### config.mk
export PLATFORM = sky130hd
export DESIGN_NAME = vga_scan_driver_flat
export DESIGN_NICKNAME = d
export VERILOG_FILES = /design/src/rtl/vga_scan_driver_if.sv /design/src/rtl/vga_scan_driver.sv /design/src/flat_wrapper.sv
export SDC_FILE = /design/constraint.sdc
export NUM_CORES = 1
export LEC_CHECK = 0
export ABC_AREA = 0
export CAP_MARGIN = 20
export CORE_ASPECT_RATIO = 0.6
export CORE_MARGIN = 2
export CORE_UTILIZATION = 41
export CTS_BUF_LIST = sky130_fd_sc_hd__clkbuf_16
export DETAILED_ROUTE_END_ITERATION = 7
export GPL_TIMING_DRIVEN = 0
export HOLD_SLACK_MARGIN = 0.1
export PLACE_DENSITY = 0.87
export SLEW_MARGIN = 25
export SYNTH_ARGS = -nofsm -noshare
export SYNTH_HDL_FRONTEND = slang
export SYNTH_SLANG_ARGS = --single-unit
### constraint.sdc
create_clock -name clk -period 2.2 [get_ports clk]
set_input_delay 0.33 -clock clk [delete_from_list [all_inputs] [get_ports clk]]
set_output_delay 0.33 -clock clk [all_outputs]
set_load 0.005 [all_outputs]
### src/rtl/vga_scan_driver_if.sv
// vga_scan_driver_if: painter inputs, scan coordinates and DAC-side outputs of the raster driver.
interface vga_scan_driver_if;
    logic [23:0] spriteRGB;
    logic        spriteActive;
    logic [23:0] bgRGB;
    logic [9:0]  pixelX;
    logic [9:0]  pixelY;
    logic [7:0]  vgaR;
    logic [7:0]  vgaG;
    logic [7:0]  vgaB;
    logic        hsync;
    logic        vsync;
    logic        blankN;
    logic        syncN;
    logic        vgaClk;
    logic        pixEn;
    logic        frameStart;
    modport master(
        input  spriteRGB, spriteActive, bgRGB,
        output pixelX, pixelY, vgaR, vgaG, vgaB, hsync, vsync, blankN, syncN, vgaClk, pixEn, frameStart
    );
    modport slave(
        output spriteRGB, spriteActive, bgRGB,
        input  pixelX, pixelY, vgaR, vgaG, vgaB, hsync, vsync, blankN, syncN, vgaClk, pixEn, frameStart
    );
endinterface

### src/rtl/vga_scan_driver.sv
// vga_scan_driver: raster counters plus a registered output stage that composites sprite over background.
module vga_scan_driver #(
    parameter int CLK_DIV  = 2,
    parameter int H_ACTIVE = 640,
    parameter int H_FP     = 16,
    parameter int H_SYNC   = 96,
    parameter int H_BP     = 48,
    parameter int V_ACTIVE = 480,
    parameter int V_FP     = 10,
    parameter int V_SYNC   = 2,
    parameter int V_BP     = 33
) (
    input logic clk,
    input logic rst,
    vga_scan_driver_if.master vga
);
    localparam int H_TOTAL  = H_ACTIVE + H_FP + H_SYNC + H_BP;
    localparam int V_TOTAL  = V_ACTIVE + V_FP + V_SYNC + V_BP;
    localparam int HS_START = H_ACTIVE + H_FP;
    localparam int VS_START = V_ACTIVE + V_FP;
    localparam int DW       = $clog2(CLK_DIV);
    logic [DW-1:0] div_cnt;
    logic [9:0]    h_count;
    logic [9:0]    v_count;
    logic          pix_en;
    logic          h_wrap;
    logic          v_wrap;
    logic          visible;
    logic [23:0]   rgb;
    assign pix_en  = div_cnt == DW'(CLK_DIV - 1);
    assign h_wrap  = h_count == 10'(H_TOTAL - 1);
    assign v_wrap  = v_count == 10'(V_TOTAL - 1);
    assign visible = (h_count < 10'(H_ACTIVE)) && (v_count < 10'(V_ACTIVE));
    assign rgb     = visible ? (vga.spriteActive ? vga.spriteRGB : vga.bgRGB) : 24'h0;
    assign vga.pixelX     = h_count;
    assign vga.pixelY     = v_count;
    assign vga.pixEn      = pix_en;
    assign vga.frameStart = pix_en && h_wrap && v_wrap;
    assign vga.vgaClk     = div_cnt >= DW'(CLK_DIV / 2);
    assign vga.syncN      = 1'b0;
    // Output stage samples the pre-advance counters so sync and colour describe the same pixel.
    always_ff @(posedge clk) begin
        if (rst) begin
            div_cnt    <= '0;
            h_count    <= '0;
            v_count    <= '0;
            vga.vgaR   <= '0;
            vga.vgaG   <= '0;
            vga.vgaB   <= '0;
            vga.hsync  <= 1'b1;
            vga.vsync  <= 1'b1;
            vga.blankN <= 1'b0;
        end else begin
            div_cnt <= pix_en ? '0 : div_cnt + DW'(1);
            if (pix_en) begin
                h_count <= h_wrap ? '0 : h_count + 10'd1;
                if (h_wrap)
                    v_count <= v_wrap ? '0 : v_count + 10'd1;
                {vga.vgaR, vga.vgaG, vga.vgaB} <= rgb;
                vga.hsync  <= !((h_count >= 10'(HS_START)) && (h_count < 10'(HS_START + H_SYNC)));
                vga.vsync  <= !((v_count >= 10'(VS_START)) && (v_count < 10'(VS_START + V_SYNC)));
                vga.blankN <= visible;
            end
        end
    end
endmodule

### src/flat_wrapper.sv
// flat-port wrapper written by rule: the top's interface ports become plain ports
module vga_scan_driver_flat 
#(
    parameter int CLK_DIV  = 2,
    parameter int H_ACTIVE = 640,
    parameter int H_FP     = 16,
    parameter int H_SYNC   = 96,
    parameter int H_BP     = 48,
    parameter int V_ACTIVE = 480,
    parameter int V_FP     = 10,
    parameter int V_SYNC   = 2,
    parameter int V_BP     = 33
)
  (clk, rst, vga_spriteRGB, vga_spriteActive, vga_bgRGB, vga_pixelX, vga_pixelY, vga_vgaR, vga_vgaG, vga_vgaB, vga_hsync, vga_vsync, vga_blankN, vga_syncN, vga_vgaClk, vga_pixEn, vga_frameStart);
  vga_scan_driver_if vga_i ();
  input logic clk;
  input logic rst;
  input wire logic [$bits(vga_i.spriteRGB)-1:0] vga_spriteRGB;
  input wire logic [$bits(vga_i.spriteActive)-1:0] vga_spriteActive;
  input wire logic [$bits(vga_i.bgRGB)-1:0] vga_bgRGB;
  output wire logic [$bits(vga_i.pixelX)-1:0] vga_pixelX;
  output wire logic [$bits(vga_i.pixelY)-1:0] vga_pixelY;
  output wire logic [$bits(vga_i.vgaR)-1:0] vga_vgaR;
  output wire logic [$bits(vga_i.vgaG)-1:0] vga_vgaG;
  output wire logic [$bits(vga_i.vgaB)-1:0] vga_vgaB;
  output wire logic [$bits(vga_i.hsync)-1:0] vga_hsync;
  output wire logic [$bits(vga_i.vsync)-1:0] vga_vsync;
  output wire logic [$bits(vga_i.blankN)-1:0] vga_blankN;
  output wire logic [$bits(vga_i.syncN)-1:0] vga_syncN;
  output wire logic [$bits(vga_i.vgaClk)-1:0] vga_vgaClk;
  output wire logic [$bits(vga_i.pixEn)-1:0] vga_pixEn;
  output wire logic [$bits(vga_i.frameStart)-1:0] vga_frameStart;
  assign vga_i.spriteRGB = vga_spriteRGB;
  assign vga_i.spriteActive = vga_spriteActive;
  assign vga_i.bgRGB = vga_bgRGB;
  assign vga_pixelX = vga_i.pixelX;
  assign vga_pixelY = vga_i.pixelY;
  assign vga_vgaR = vga_i.vgaR;
  assign vga_vgaG = vga_i.vgaG;
  assign vga_vgaB = vga_i.vgaB;
  assign vga_hsync = vga_i.hsync;
  assign vga_vsync = vga_i.vsync;
  assign vga_blankN = vga_i.blankN;
  assign vga_syncN = vga_i.syncN;
  assign vga_vgaClk = vga_i.vgaClk;
  assign vga_pixEn = vga_i.pixEn;
  assign vga_frameStart = vga_i.frameStart;
  vga_scan_driver #(.CLK_DIV(CLK_DIV), .H_ACTIVE(H_ACTIVE), .H_FP(H_FP), .H_SYNC(H_SYNC), .H_BP(H_BP), .V_ACTIVE(V_ACTIVE), .V_FP(V_FP), .V_SYNC(V_SYNC), .V_BP(V_BP)) u_core (.clk(clk), .rst(rst), .vga(vga_i));
endmodule
[Word level (Yosys, flattened, before mapping)]
Index checks and enable logic that the tools add are counted.
Storage, ports and cells
  register bits: 48
  input bits: 51
  output and inout port bits: 51
  logic and storage cells: 34
Cells by class
  $add $sub $neg: 3
  order comparisons: 7
  equality and inequality tests: 2
  mux-type cells: 4
  reduce and logical (&&, ||, !) cells: 9
Operators by type and width (count)
  two-way mux 24 bit: 2
  adder 10 x 1 -> 10 bit (second input constant): 2
  equality test 10 bit (second input constant): 2
  < comparator 10 bit (second input constant): 2
  < comparator 10 x 9 -> 1 bit (second input constant): 2
  two-way mux 10 bit: 2
  greater-or-equal comparator 10 bit (second input constant): 1
  greater-or-equal comparator 10 x 9 -> 1 bit (second input constant): 1
  logical AND 1 bit: 5
  zero test 1 bit: 2
  AND reduction 2 bit: 1
  OR reduction 2 bit: 1
  adder 1 bit (second input constant): 1
  greater-or-equal comparator 1 bit (second input constant): 1

[Longest topological paths before layout]
  depth in word-level cells: 3
  depth in mapped cells: 7
  depth with buffers taken out: 6

[Worst setup path before layout]
Ideal clock, no wire load.
  path type: register -> register
  from: reg u_core.h_count[0] (netlist: u_core.vga.pixelX[0])
  to: reg u_core.v_count[5] (netlist: u_core.vga.pixelY[5])
  library setup time: 0.070 ns
  arrival: 2.002 ns
  data required time: 2.130 ns
  setup slack: 0.128 ns
  stages on the path, launching flop included: 7
  buffers on the path: 1
  period minus slack after synthesis: 2.072 ns
  cell sequence: dfxtp_1 ha_1 nand4b_1 or3_4 buf_6 or4_1 a21oi_1
On the way
  word-level cells in the longest chain between the ends: 2
Ends and longest elaborated chain
  from (decl): RTL line vga_scan_driver.sv:23  | logic [9:0] h_count;
  from (signal assigned): RTL line vga_scan_driver.sv:56  | h_count <= h_wrap ? '0 : h_count + 10'd1;
  equality test 10 bit: RTL line vga_scan_driver.sv:31  | assign h_wrap = h_count == 10'(H_TOTAL - 1);
  AND reduction 2 bit (no source line)
  to (signal assigned): RTL line vga_scan_driver.sv:58  | v_count <= v_wrap ? '0 : v_count + 10'd1;
  to (decl): RTL line vga_scan_driver.sv:24  | logic [9:0] v_count;
Every way passes these cells.
A chain may end at the register's enable or synchronous reset.

[Worst setup path after layout]
  from: reg u_core.h_count[1] (netlist: u_core.vga.pixelX[1])
  to: out vga_frameStart
On the way
  word-level cells in the longest chain between the ends: 3
Ends and longest elaborated chain
  equality test 10 bit: RTL line vga_scan_driver.sv:31
  logical AND 1 bit (2 in series): RTL line vga_scan_driver.sv:38  | assign vga.frameStart = pix_en && h_wrap && v_wrap;
  to (decl): RTL line flat_wrapper.sv:32  | output wire logic [$bits(vga_i.frameStart)-1:0] vga_frameStart;
Every way passes these cells.

==> flow_summary.ini <==
[run_status]
status = finished, final reports clean

[floorplan]
core_um2 = 5080
top_level_ports = 102
fp.dieH_um = 60.4
start_util_pct = 42.8
die_area_um2 = 5920
rows = 20
die_w_um = 98.0

[worst_setup_path]
cp_max_fo = 10
timing.rr.start = u_core.vga.pixelX[1]
cp-end-kind = output pin
critPathLaunchType = flip-flop
crit_path_start = u_core.vga.pixelX[1]
ff2ff_path_depth = 6
r2r_end = u_core.vga.pixelY[9]
crit_arrival_ns = 1.80
crit_end = vga_frameStart
required_ns = 1.87
rrSetupSlack_ns = 0.15
crit_type = flip-flop to output pin

[clock_tree]
cts_max_level = 2
root_buffer = clkbuf_16
cts_hold_buffers = 0
clk_latency_ns = 0.28
cts_tree = built
clock_path_buffers = 2
cts.clk_slew.worst_paths_ns = 0.07
cts_made_buffers = 5
clock_sinks = 48

[sta]
post-route-period-util_pct = 96.7
worst_pin_slew_ns = 0.709
rsz0062_at_grt = no
hold_violations = 0
hold_ws_ns = 0.410
fmax_mhz = 470
fin_crit_ns = 2.13
finalSetupViolations = 0
finalClockSkew_ns = 0.00724
maxSlewViolCount = 0
slew_headroom_pct = 52.7

[global_routing]
grt_overflow = 0
grt_pass1_vias = 2056
grt_max_degree = 16
track_usage_pct = 20.5
grt_pass1_wl_um = 9630
antenna_found_initial = 0

[cells_and_area]
syn2layout_area_growth_pct = 59.6
drive_gt1_share_pct = 9.47
num-fill-cells = 456
final_util_pct = 68.3
insertedDiodeCount = 0
fin_cells = 425
nets = 413

[synth]
yosysUniqueCellTypes = 38
syn-instance-count = 245
synth_edf_count = 0
ys_top_cells_by_count = dfxtp_1, nand2_1, o21ai_0
syn_area_um2 = 2170
ys_async_sr_fraction_pct = 0
ys.warnings.count = 0
synthTopCellsByArea = dfxtp_1, mux2i_1, o21ai_0, nand2_1, nor2_1
syn_nets = 300
synthFlopType = dfxtp_1
yosysTopAreaCell = dfxtp_1
yosysMostFrequentCell = dfxtp_1
avgSynthCellArea_um2 = 8.87
ys_ff_latch = 48
seq_area_frac_synth_pct = 44.2
yosysTopAreaCellShare_pct = 44.2

[routing]
vias_per_cell = 5.08
vias = 2157
wirelength_um = 6070
drtIter0Drc = 51
first_pass_iters = 4
antenna_left = 0
wl_per_cell_um = 14.3
drc_errors = 0

[power]
powerDensity_nw_per_um2 = 561
leakage_nw = 1.27
ir_worst_vdd_v = 0.000333

[placement]
dpl.cell_count = 409
dp_hpwl_um = 4450
port_buffers = 98
place_congestion = 0.818

[worst_hold_path]
hold_path.class = input pin to flip-flop

[job]
drv_cap = 0
==> layout by cell type, fill, tap and decap left out, types with 4 or more instances in the layout <==
cell,synthesis,final
a21oi_1,9,9
o21ai_0,27,27
nor3_1,6,6
xnor2_1,6,6
xor2_1,6,6
nand3_1,9,9
clkbuf_1,9,9
nand4_1,6,6
dfxtp_4,0,4
dfxtp_1,48,44
buf_4,2,11
nor2_1,17,16
inv_1,5,5
nand2_1,34,34
clkdlybuf4s50_1,0,97
clkbuf_16,0,5
mux2i_1,24,24
==> worst min-delay path by stage <==
stage | from | to | slack, ns | depth (start not counted)
floorplan | u_core.vga.blankN | u_core.vga.blankN | 0.44 | 2
global placement | u_core.vga.blankN | u_core.vga.blankN | 0.43 | 2
detailed placement | u_core.vga.blankN | u_core.vga.blankN | 0.44 | 2
CTS | rst | u_core.vga.pixelX[6] | 0.40 | 2
global route | rst | u_core.vga.pixelX[6] | 0.45 | 2
finish | rst | u_core.vga.pixelX[6] | 0.41 | 2
==> per-layer routing <==
layer  up-vias  wire [um]  global-route usage, %
met5         -          0                      0
met4         0         30                   3.97
met3         4        436                   6.80
met2        67       2700                   33.5
met1       998       2910                   27.2
li1       1088          -                      -
==> cell families (layout without fill, tap and decap cells) <==
logic type	Yosys count	after routing	share of synthesized area, %
flip-flops	48	48	44.2
multiplexers	24	24	11.1
other	1	1	0.173
adder cells (fa/ha/maj)	4	4	2.30
AO/OA/AOI/OAI	43	43	11.1
XOR/XNOR	12	12	4.84
AND/OR/NAND/NOR	94	94	22.0
buffers and inverters	19	133	4.32
==> critical path, stage by stage (launching register included) <==
cell,delay [ns]
dfxtp_4,0.39
ha_4,0.15
nand4b_1,0.15
or3_4,0.49
nor2_2,0.13
clkdlybuf4s15_2,0.21
==> where the power goes <==
part,leakage (nW),switching (mW),internal [mW]
clock,0.0736,0.321,0.419
combinational,0.803,0.0991,0.181
sequential,0.394,0.0223,0.902
total,1.27,0.442,1.50
==> stage by stage <==
stage / area, um2 / total power, mW / setup slack, ns / setup TNS, ns
2_1_floorplan: 2170 / 1.03 / 0.128 / 0
3_3_place_gp: 3240 / 1.21 / -0.309 / -0.682
3_5_place_dp: 3240 / 1.22 / -0.379 / -1.72
4_1_cts: 3440 / 1.96 / 0.00472 / 0
5_1_grt: 3470 / 2.02 / 0.00491 / 0
6_report: 3470 / 1.94 / 0.0716 / 0
==> registers in the layout, indices dropped and copies added (netlist names) <==
register / flops
u_core.vga.hsync: 1
u_core.vga.vgaG: 8
u_core.vga.pixEn: 1
u_core.vga.pixelY: 10
u_core.vga.pixelX: 10
u_core.vga.vgaR: 8
u_core.vga.vgaB: 8
u_core.vga.vsync: 1
u_core.vga.blankN: 1
==> repair_timing <==
action                                  4_1_cts  5_1_grt
buffers inserted                              4        5
pin swaps                                     1        2
cloned                                        0        0
endpoints found under the hold margin         0        0
endpoints found under the setup margin       18        1
gates resized for setup                      12        2
==> area by class of cell <==
cell class / instances / area, um2 / area share, %
multi-input cells: 178 / 1130 / 32.7
repair buffers: 107 / 1050 / 30.3
flip-flops and latches: 48 / 976 / 28.1
clock buffers: 5 / 125 / 3.61
well taps: 66 / 82.6 / 2.38
plain buffers: 13 / 63.8 / 1.84
clock inverters: 3 / 18.8 / 0.541
inverters: 5 / 18.8 / 0.541
Note: power is estimated with default switching activity, not from simulation.
